File: src/rtl/mult_datapath.sv
// Shift-add multiplier datapath: multiplicand, accumulator/multiplier shifter, shift counter, product.
// Build macro MULT_DP_PROD_HOLD_EN: product registered on Done and held; otherwise prod taps the accumulator.
module mult_datapath #(
  parameter int N = 4
) (
  input  logic           clk,
  input  logic           rst,
  input  logic           Load,
  input  logic           Ad,
  input  logic           Sh,
  input  logic           Done,
  input  logic [N-1:0]   mcand,
  input  logic [N-1:0]   mplier,
  output logic           M,
  output logic           K,
  output logic [2*N-1:0] prod,
  output logic           prod_vld
);
  localparam int            CW       = (N > 1) ? $clog2(N) : 1;
  localparam logic [CW-1:0] CNT_LAST = CW'(N - 1);

  logic [N-1:0]  b;
  logic [2*N:0]  acc;
  logic [CW-1:0] cnt;

  logic [N:0]    sum;
  logic [2*N:0]  acc_add;
  logic [2*N:0]  acc_nxt;
  logic [CW-1:0] cnt_nxt;

  // Upper half plus multiplicand; the (N+1)-th bit becomes the carry at acc[2N].
  assign sum     = {1'b0, acc[2*N-1:N]} + {1'b0, b};
  assign acc_add = {sum, acc[N-1:0]};

  // Ad and Sh together add first, then shift the summed word in the same edge.
  always_comb begin
    acc_nxt = acc;
    cnt_nxt = cnt;
    if (Load) begin
      acc_nxt = {{(N+1){1'b0}}, mplier};
      cnt_nxt = '0;
    end else begin
      if (Ad) acc_nxt = acc_add;
      if (Sh) begin
        acc_nxt = {1'b0, acc_nxt[2*N:1]};
        cnt_nxt = (cnt == CNT_LAST) ? '0 : cnt + 1'b1;
      end
    end
  end

  always_ff @(posedge clk or negedge rst) begin
    if (!rst) begin
      b        <= '0;
      acc      <= '0;
      cnt      <= '0;
      prod_vld <= 1'b0;
    end else begin
      if (Load) b <= mcand;
      acc      <= acc_nxt;
      cnt      <= cnt_nxt;
      prod_vld <= Done;
    end
  end

  assign M = acc[0];
  assign K = (cnt == CNT_LAST);

`ifdef MULT_DP_PROD_HOLD_EN
  logic [2*N-1:0] prod_q;

  always_ff @(posedge clk or negedge rst) begin
    if (!rst)      prod_q <= '0;
    else if (Done) prod_q <= acc[2*N-1:0];
  end

  assign prod = prod_q;
`else
  // Valid from the cycle after Done until the accumulator is next touched.
  assign prod = acc[2*N-1:0];
`endif

endmodule

File: config.mk
export PLATFORM = sky130hd
export DESIGN_NAME = mult_datapath
export DESIGN_NICKNAME = d
export VERILOG_FILES = /design/src/rtl/mult_datapath.sv
export SDC_FILE = /design/constraint.sdc
export NUM_CORES = 1
export LEC_CHECK = 0
export BUFFER_PORTS_ARGS = -buffer_cell sky130_fd_sc_hd__buf_2
export CAP_MARGIN = 15
export CORE_MARGIN = 5
export CORE_UTILIZATION = 45
export CTS_CLUSTER_SIZE = 14
export DETAILED_ROUTE_END_ITERATION = 8
export PLACE_DENSITY = 0.73
export SYNTH_ARGS = -nofsm -noshare
export SYNTH_HDL_FRONTEND = slang
export SYNTH_SLANG_ARGS = --single-unit
File: constraint.sdc
create_clock -name clk -period 1.7 [get_ports clk]
set_clock_uncertainty 0.1 [all_clocks]
set_input_delay 0.085 -clock clk [delete_from_list [all_inputs] [get_ports clk]]
set_output_delay 0.085 -clock clk [all_outputs]
set_load 0.005 [all_outputs]
==> results of run 1 <==
-- state kept, by name, summed over array words and instances, names as in the netlist --
signal / count
prod_vld: 1
acc: 9
b: 4
cnt: 2
-- final cells by class --
type	instances	area (um^2)	area share, %
Clock buffer	4	36.28	3.159
Inverter	1	3.754	0.3268
Multi-Input combinational cell	52	431.7	37.58
Sequential cell	16	400.4	34.86
Timing Repair Buffer	37	242.7	21.13
Tap cell	27	33.78	2.941
-- metrics by stage --
stage / instances / utilization, % / cell area (um^2) / total power [mW]
floorplan: 81 / - / 928.4 / 0.6357
global placement: 122 / 51.08 / 1002 / 0.6827
detailed placement: 122 / 51.08 / 1002 / 0.6928
CTS: 136 / 58.16 / 1141 / 0.9697
global route: 137 / 58.55 / 1149 / 1.013
finish: 137 / 58.55 / 1149 / 0.9553
-- logic make-up after synthesis --
family                     share of synthesized area (%)
AOI/OAI and AO/OA                                  15.27
xor gates and xnor gates                           1.892
adders and majority gates                          8.919
buffers and inverters                              10.67
DFF                                                43.24
muxes                                              12.43
and+or+nand+nor                                    7.568
-- power breakdown --
| group | leakage (nW) | switching, mW | total [mW] | internal, mW |
|---|---|---|---|---|
| sequential | 0.200 | 0.0282 | 0.446 | 0.417 |
| combinational | 0.362 | 0.122 | 0.260 | 0.137 |
| clock | 0.0210 | 0.119 | 0.250 | 0.130 |
-- cell usage in the layout, fill, tap and decap left out, drive strengths merged --
cell	Yosys	final
a2111oi	1	1
a211oi	4	4
a21o	2	2
a21oi	3	3
and2b	1	1
buf	12	27
clkbuf	0	4
dfrtp	16	16
dlygate4sd3	0	10
fa	1	1
ha	5	5
inv	1	1
mux2	4	4
mux2i	7	7
nand2	7	7
nand3b	1	1
nor2	3	3
nor3	1	1
o21ai	6	6
o22a	1	1
o22ai	1	1
o31ai	1	1
o32a	1	1
xnor2	1	1
xor2	1	1
-- timing repair --
item,in CTS,in global routing
hold buffers,10,0
hold endpoints to repair,25,0
pin swaps,0,1
resized for setup,1,0
endpoints found under the setup margin,4,4
buffers inserted,0,1
-- metal layers --
| metal | vias up | wire [um] |
|---|---|---|
| met2 | 13 | 912 |
| met1 | 338 | 742 |
| met3 | 4 | 77 |
| li1 | 339 | - |
| met5 | - | 0 |
| met4 | 0 | 59 |
-- worst min path at each step --
stage	start	endpoint	slack [ns]	cells after the start
5_1_grt	Ad	acc[8]	0.12	2
3_5_place_dp	rst	acc[6]	-0.08	1
3_3_place_gp	rst	b[3]	-0.09	1
2_1_floorplan	rst	acc[0]	-0.31	0
6_report	Ad	acc[8]	0.08	2
4_1_cts	Ad	acc[8]	0.06	2
==> out/qor.yml, run 1 <==
h-tree-depth: 1
cts_sinks: 16
viasPerCell: 5.066
worst_slew_pin_slew_ns: 0.3920
ys_ff_latch: 16
fp.coreArea_mm2: 0.001962
initialDrtViolationCount: 6
cp_max_fo: 2
antenna_cells: 0
grt_max_degree: 22
drive_gt1_share_pct: 36.36
period_share_pct: 101.3
cp_top_family: "adder cells"
grt_antenna_before_repair: 0
post-route-min-period_ns: 1.722
required_ns: 1.76
path_buf_inv: 0
power.density_mw_per_mm2: 831.7
preCtsSetupSlack_ns: -0.05744
yosys.cell_count.top_type: "dfrtp_1"
grt_pass1_vias: 711
crit_chain: "ha_2 > fa_2 > a21o_1 > a21oi_2 > o32a_1 > o31ai_1"
arrival_ns: 1.78
met3_usage_pct: 3.030
start_util_pct: 47.19
r2r-end: "acc[7]"
hold_viol: 0
fp-row-count: 16
finalWirelength_um: 1791
fmax_ghz: 0.5806
netlist-cell-type-count: 27
path_class: "register to register"
top_usage_layer: "met2"
max_stage_delay_ns: 0.39
cp-startpoint: "b[0]"
hp-class: "input pin to register"
first_pass_iters: 3
synthesis.area_um2: 925.9
synth_fp_nets: 101
ir_drop_mv: 0.4413
ys_seq_area_share_pct: 43.24
avgSynthCellArea_um2: 11.43
syn_inst: 81
maxSlewHeadroom_pct: 73.87
global_route.overflow_total: 0
post-route-drc-count: 0
r2r-start: "b[0]"
fillerInstances: 185
r2r_slack_ns: -0.02
finalSetupViolCount: 1
synth_edf_count: 0
synth_ff_type: "dfrtp_1"
leakage_nw: 0.5828
clk_pin_slew_ns: 0.09
reg2reg_depth: 6
synthTopCellsByArea: "dfrtp_1 (43%), mux2i_1 (7.6%), buf_4 (7.3%)"
yosysTopAreaCellShare_pct: 43.24
cp-start-kind: "register"
clock_latency_ns: 0.28
tns_ns: -0.02245
worst_slack_ns: -0.02245
ios: 25
track_usage_pct: 13.02
ant_nets: 0
crit_slowest_cell: "dfrtp_1"
async_reset_ff_share_pct: 100.0
rsz0062_at_grt: "true"
maxCapViolCount: 0
yosys_warnings: 0
nets: 131
die_area_mm2: 0.003065
area_delta_synth_final_pct: 24.05
grt_pass1_wl_um: 3167
clock-root-buffer: "clkbuf_4"
crit_cells: 6
outcome: "complete, but fails checks"
dp.final_hpwl_um: 1278
drv_slew: 0
io_buffers: 24
routedWlPerCell_um: 13.07
crit_path_end: "acc[7]"
die_x_um: 55.36
synth_common_cells: "dfrtp_1 (16), buf_4 (9), mux2i_1 (7), nand2_1 (7), ha_1 (5)"
violations: "negative setup slack"
vias: 694
holdWs_ns: 0.08401
yosys.area.top_type: "dfrtp_1"
cts_tree: "done"
grtUsageMet2_pct: 21.62
clockBufferDepth: 2
fp.dieH_um: 55.36
grt_use_met1_pct: 14.43
place_congestion: 0.7164
endpoint_kind: "register"
numCtsBuffers: 3
Note: power is estimated with default switching activity, not from simulation.
==> run 2: changes to the inputs <==
SETUP_SLACK_MARGIN = 0.2   (was unset)
==> run 2 against run 1 <==
Against the previous run:
- the run now ends clean
- worst setup slack better by 0.023 ns
- sequential power about the same
- wire length is 1.6% lower
- design area is 0.76% higher
- die area unchanged
- critical path depth unchanged
- total power increased by 0.71%
- sequential share of layout area decreased by 0.26 points
==> out/qor.yml, run 2 (synthesis gave the netlist of run 1 again) <==
cp_max_fo: 2
preCtsSetupSlack_ns: -0.005262
power.density_mw_per_mm2: 831.2
ir_drop_mv: 0.4312
layout_commonest_cell: "buf_2"
dp.final_hpwl_um: 1186
area_delta_synth_final_pct: 25.00
cp-start-kind: "register"
post-route-drc-count: 0
antenna_cells: 0
rsz0062_at_grt: "true"
die_x_um: 55.36
finalSetupViolCount: 0
p_seq_share_pct: 46.4
clk_pin_slew_ns: 0.09
power_frac_comb_pct: 27.3
largest_reg_flops: 9
track_usage_pct: 12.52
reg_top3: "acc: 9 flops, b: 4 flops, cnt: 2 flops"
tns_ns: 0
leakage_nw: 0.5840
worst_slew_pin_slew_ns: 0.4020
start_util_pct: 47.19
cts_sinks: 16
total_power_mw: 0.9620
fp.coreArea_mm2: 0.001962
clockBufferDepth: 2
drive_gt1_share_pct: 38.18
switchingPower_mw: 0.2735
period_share_pct: 99.94
drv_slew: 0
r2r-end: "acc[7]"
cts_tree: "done"
hp-start: "Ad"
first_pass_iters: 3
nets: 131
numCtsBuffers: 3
place_congestion: 0.7297
die_area_mm2: 0.003065
place_inst: 121
maxCapViolCount: 0
grt_pass1_wl_um: 3077
fin_area_mm2: 0.001157
hold_end: "acc[8]"
io_buffers: 24
grt_pass1_vias: 702
required_ns: 1.77
place_area_mm2: 0.001001
top_register: "acc"
fillerInstances: 183
r2r-start: "b[0]"
grt_antenna_before_repair: 0
hold_viol: 0
clock_latency_ns: 0.29
global_route.overflow_total: 0
reg2reg_depth: 6
clock-root-buffer: "clkbuf_4"
p_sw_share_pct: 28.43
h-tree-depth: 1
ant_nets: 0
final_cell_mix: "buf_2 (24), dfrtp_1 (16), dlygate4sd3_1 (10)"
p_int_mw: 0.6885
finalNonFillerCells: 137
multi_input_area_um2: 440.4
vias: 665
fp.dieH_um: 55.36
finalWirelength_um: 1763
arrival_ns: 1.76
fp-row-count: 16
maxSlewHeadroom_pct: 73.20
fmax_ghz: 0.5886
path_class: "register to register"
regArea_um2: 400.4
hold_depth: 2
r2r_slack_ns: 0.0009
worst_slack_ns: 0.0009401
hp-class: "input pin to register"
routedWlPerCell_um: 12.87
outcome: "completed"
viasPerCell: 4.854
endpoint_kind: "register"
clock_power_share_pct: 26.3
grt_max_degree: 22
post-route-min-period_ns: 1.699
initialDrtViolationCount: 4
ios: 25
[run 2: cell counts in the layout (fill, tap and decap cells not counted)]
No cell type changed its count.
[run 2: layout make-up]
type | count | share of cell area, %
inverters | 1 | 0.3243
multi-input cells | 52 | 38.05
clock buffers | 4 | 3.135
well taps | 27 | 2.919
repair buffers | 37 | 20.97
flip-flops and latches | 16 | 34.59
[run 2: per-layer routing]
| metal | GRT usage (%) | vias to the layer above | wire length (um) |
|---|---|---|---|
| met2 | 20.44 | 14 | 881 |
| met5 | 0 | - | 0 |
| met4 | 7.292 | 0 | 47 |
| met3 | 3.497 | 5 | 62 |
| li1 | - | 341 | - |
| met1 | 14.51 | 305 | 772 |
[run 2: worst max path at each step]
stage	endpoint	slack [ns]	cells after the start	startpoint
after floorplan	acc[7]	0.06	6	acc[4]
after global placement	acc[7]	0.04	6	acc[4]
after detailed placement	acc[7]	-0.005	6	acc[4]
after CTS	acc[7]	-0.008	6	b[0]
after global routing	acc[7]	-0.06	6	b[0]
final	acc[7]	0.0009	6	b[0]
[run 2: power groups by stage]
stage,Clock [mW],Sequential [mW],Combinational (mW)
2_1_floorplan,0,0.449,0.190
3_3_place_gp,0,0.453,0.230
3_5_place_dp,0,0.455,0.234
4_1_cts,0.259,0.447,0.266
5_1_grt,0.273,0.452,0.294
6_report,0.253,0.446,0.263
[run 2: stage by stage]
stage	utilization, %	hold WS (ns)
after global routing	58.99	0.1163
after global placement	51.02	-0.08456
final	58.99	0.08372
after detailed placement	51.02	-0.08765
after floorplan	-	-0.3106
after CTS	58.99	0.07267
[run 2: timing repair]
item	in CTS	in global routing
setup buffers	2	0
endpoints found under the hold margin	25	0
pin swaps	6	0
endpoints found under the setup margin	5	5
cloned	0	0
gates resized for setup	1	0
hold buffers	10	0
[run 2: worst max-delay path, stage by stage (launching register included)]
cell and delay, ns:
dfrtp_1 0.39, ha_2 0.20, fa_2 0.35, a21o_1 0.19, a21oi_2 0.14, o32a_1 0.14
o31ai_1 0.06
==> run 3: changes to the inputs <==
CORE_UTILIZATION = 53   (was 45)
PLACE_DENSITY = 0.8   (was 0.73)
clock period = 2.1 ns   (was 1.7 ns; I/O delays follow)
==> run 3 against run 2 <==
Against the previous run:
- worst setup slack improved by 0.31 ns
- first-iteration DRC count rose to 2.5 times the previous value
- cell count fell by 9.5%
- critical path type unchanged
- clock-buffer cell count did not move
- design area fell by 4.0%
- wire length fell by 0.45%
- total power fell by 21%
- largest cell class unchanged
- global-route usage rose by 3.3 points
==> out/qor.yml, run 3 (synthesis gave the netlist of run 1 again) <==
outcome: "completed"
worst_slew_pin_slew_ns: 0.3880
global_route.overflow_total: 0
worst_slack_ns: 0.3119
die_x_um: 51.80
maxSlewHeadroom_pct: 74.13
layout_commonest_cell: "buf_2"
fmax_ghz: 0.5593
preCtsSetupSlack_ns: 0.2762
track_usage_pct: 15.83
largest_reg_flops: 9
clk_pin_slew_ns: 0.10
utilization_pct: 65.78
grt_max_degree: 22
fp-row-count: 15
first_pass_iters: 3
reg2reg_depth: 6
wl_met1_um: 718
place_congestion: 0.7446
finalWirelength_um: 1755
hold_viol: 0
top_layer: "met4"
hold_depth: 2
ir_drop_mv: 0.3506
start_util_pct: 54.81
clockBufferDepth: 2
period_share_pct: 85.15
numCtsBuffers: 3
rsz0062_at_grt: "false"
endpoint_kind: "register"
total_power_mw: 0.7636
dr_wl_met3_um: 64
multi_input_area_um2: 429.2
required_ns: 2.16
die_area_mm2: 0.002683
ant_nets: 0
viasPerCell: 5.484
cp_max_fo: 2
dp.final_hpwl_um: 1234
drv_slew: 0
regArea_um2: 400.4
cp-start-kind: "register"
io_buffers: 24
fillerInstances: 142
maxCapViolCount: 0
hp-class: "input pin to register"
antenna_cells: 0
drive_gt1_share_pct: 33.64
path_class: "register to register"
reg_top3: "acc: 9 flops, b: 4 flops, cnt: 2 flops"
h-tree-depth: 1
clock-root-buffer: "clkbuf_4"
p_seq_share_pct: 47.4
grt_pass1_wl_um: 3139
cts_tree: "done"
holdWs_ns: 0.1019
grt_pass1_vias: 737
clock_latency_ns: 0.29
grt_antenna_before_repair: 0
nets: 128
leakage_nw: 0.5700
p_sw_share_pct: 28.58
area_delta_synth_final_pct: 20.00
post-route-min-period_ns: 1.788
initialDrtViolationCount: 10
ios: 25
cts_sinks: 16
routedWlPerCell_um: 14.15
dr_wl_met2_um: 937
finalSetupViolCount: 0
power_frac_comb_pct: 25.7
p_int_mw: 0.5454
switchingPower_mw: 0.2182
vias: 680
power.density_mw_per_mm2: 687.3
post-route-drc-count: 0
clock_power_share_pct: 26.9
top_register: "acc"
fp.dieH_um: 51.80
final_cell_mix: "buf_2 (24), dfrtp_1 (16), dlygate4sd3_1 (10)"
tns_ns: 0
arrival_ns: 1.85
cts_setup_buffers: 0
fp.coreArea_mm2: 0.001689
## run 3: cell count changes in the layout (fill, tap and decap cells not counted), sizes merged
cell	previous run	this run
buf	27	24
## run 3: what timing repair did
item	4_1_cts	5_1_grt
resized for setup	0	1
hold buffers	10	0
endpoints found under the hold margin	25	0
endpoints found under the setup margin	0	1
## run 3: stage by stage
stage          cell area, um^2  instances
6_report                  1111        124
2_1_floorplan            925.9         81
3_3_place_gp             972.2        110
3_5_place_dp             972.2        110
4_1_cts                   1109        124
5_1_grt                   1111        124
## run 3: path summary, 6_finish.rpt
path,from,to,slack (ns)
max reg2reg,b[0],acc[7],0.31
min reg2reg,b[2],b[2],0.43
max in group asynchronous,rst,b[1],1.49
min in group asynchronous,rst,acc[2],0.14
min,Ad,acc[8],0.10
max,b[0],acc[7],0.31
## run 3: final cells by class
cell class              instances  share of cell area, %
multi-input cells              52                  38.63
well taps                      17                  1.914
flip-flops and latches         16                  36.04
inverters                       1                 0.3378
clock buffers                   4                  3.266
repair buffers                 34                  19.82
## run 3: per-layer routing
metal / global-route usage [%] / vias up
met5: 0 / -
met4: 7.860 / 0
met3: 3.152 / 4
met2: 29.03 / 11
met1: 17.09 / 328
li1: - / 337
## run 3: critical path, stage by stage, from the launching register on
cell and delay, ns:
dfrtp_1 0.39, ha_1 0.23, fa_2 0.36, a21o_1 0.20, a21oi_2 0.17, o32a_1 0.15
o31ai_1 0.06
## run 3: power by group through the flow
stage          logic [mW]  clock network, mW  registers [mW]
2_1_floorplan       0.150                  0           0.363
3_3_place_gp        0.176                  0           0.366
3_5_place_dp        0.182                  0           0.368
4_1_cts             0.197              0.212           0.362
5_1_grt             0.221              0.224           0.367
6_report            0.196              0.206           0.362
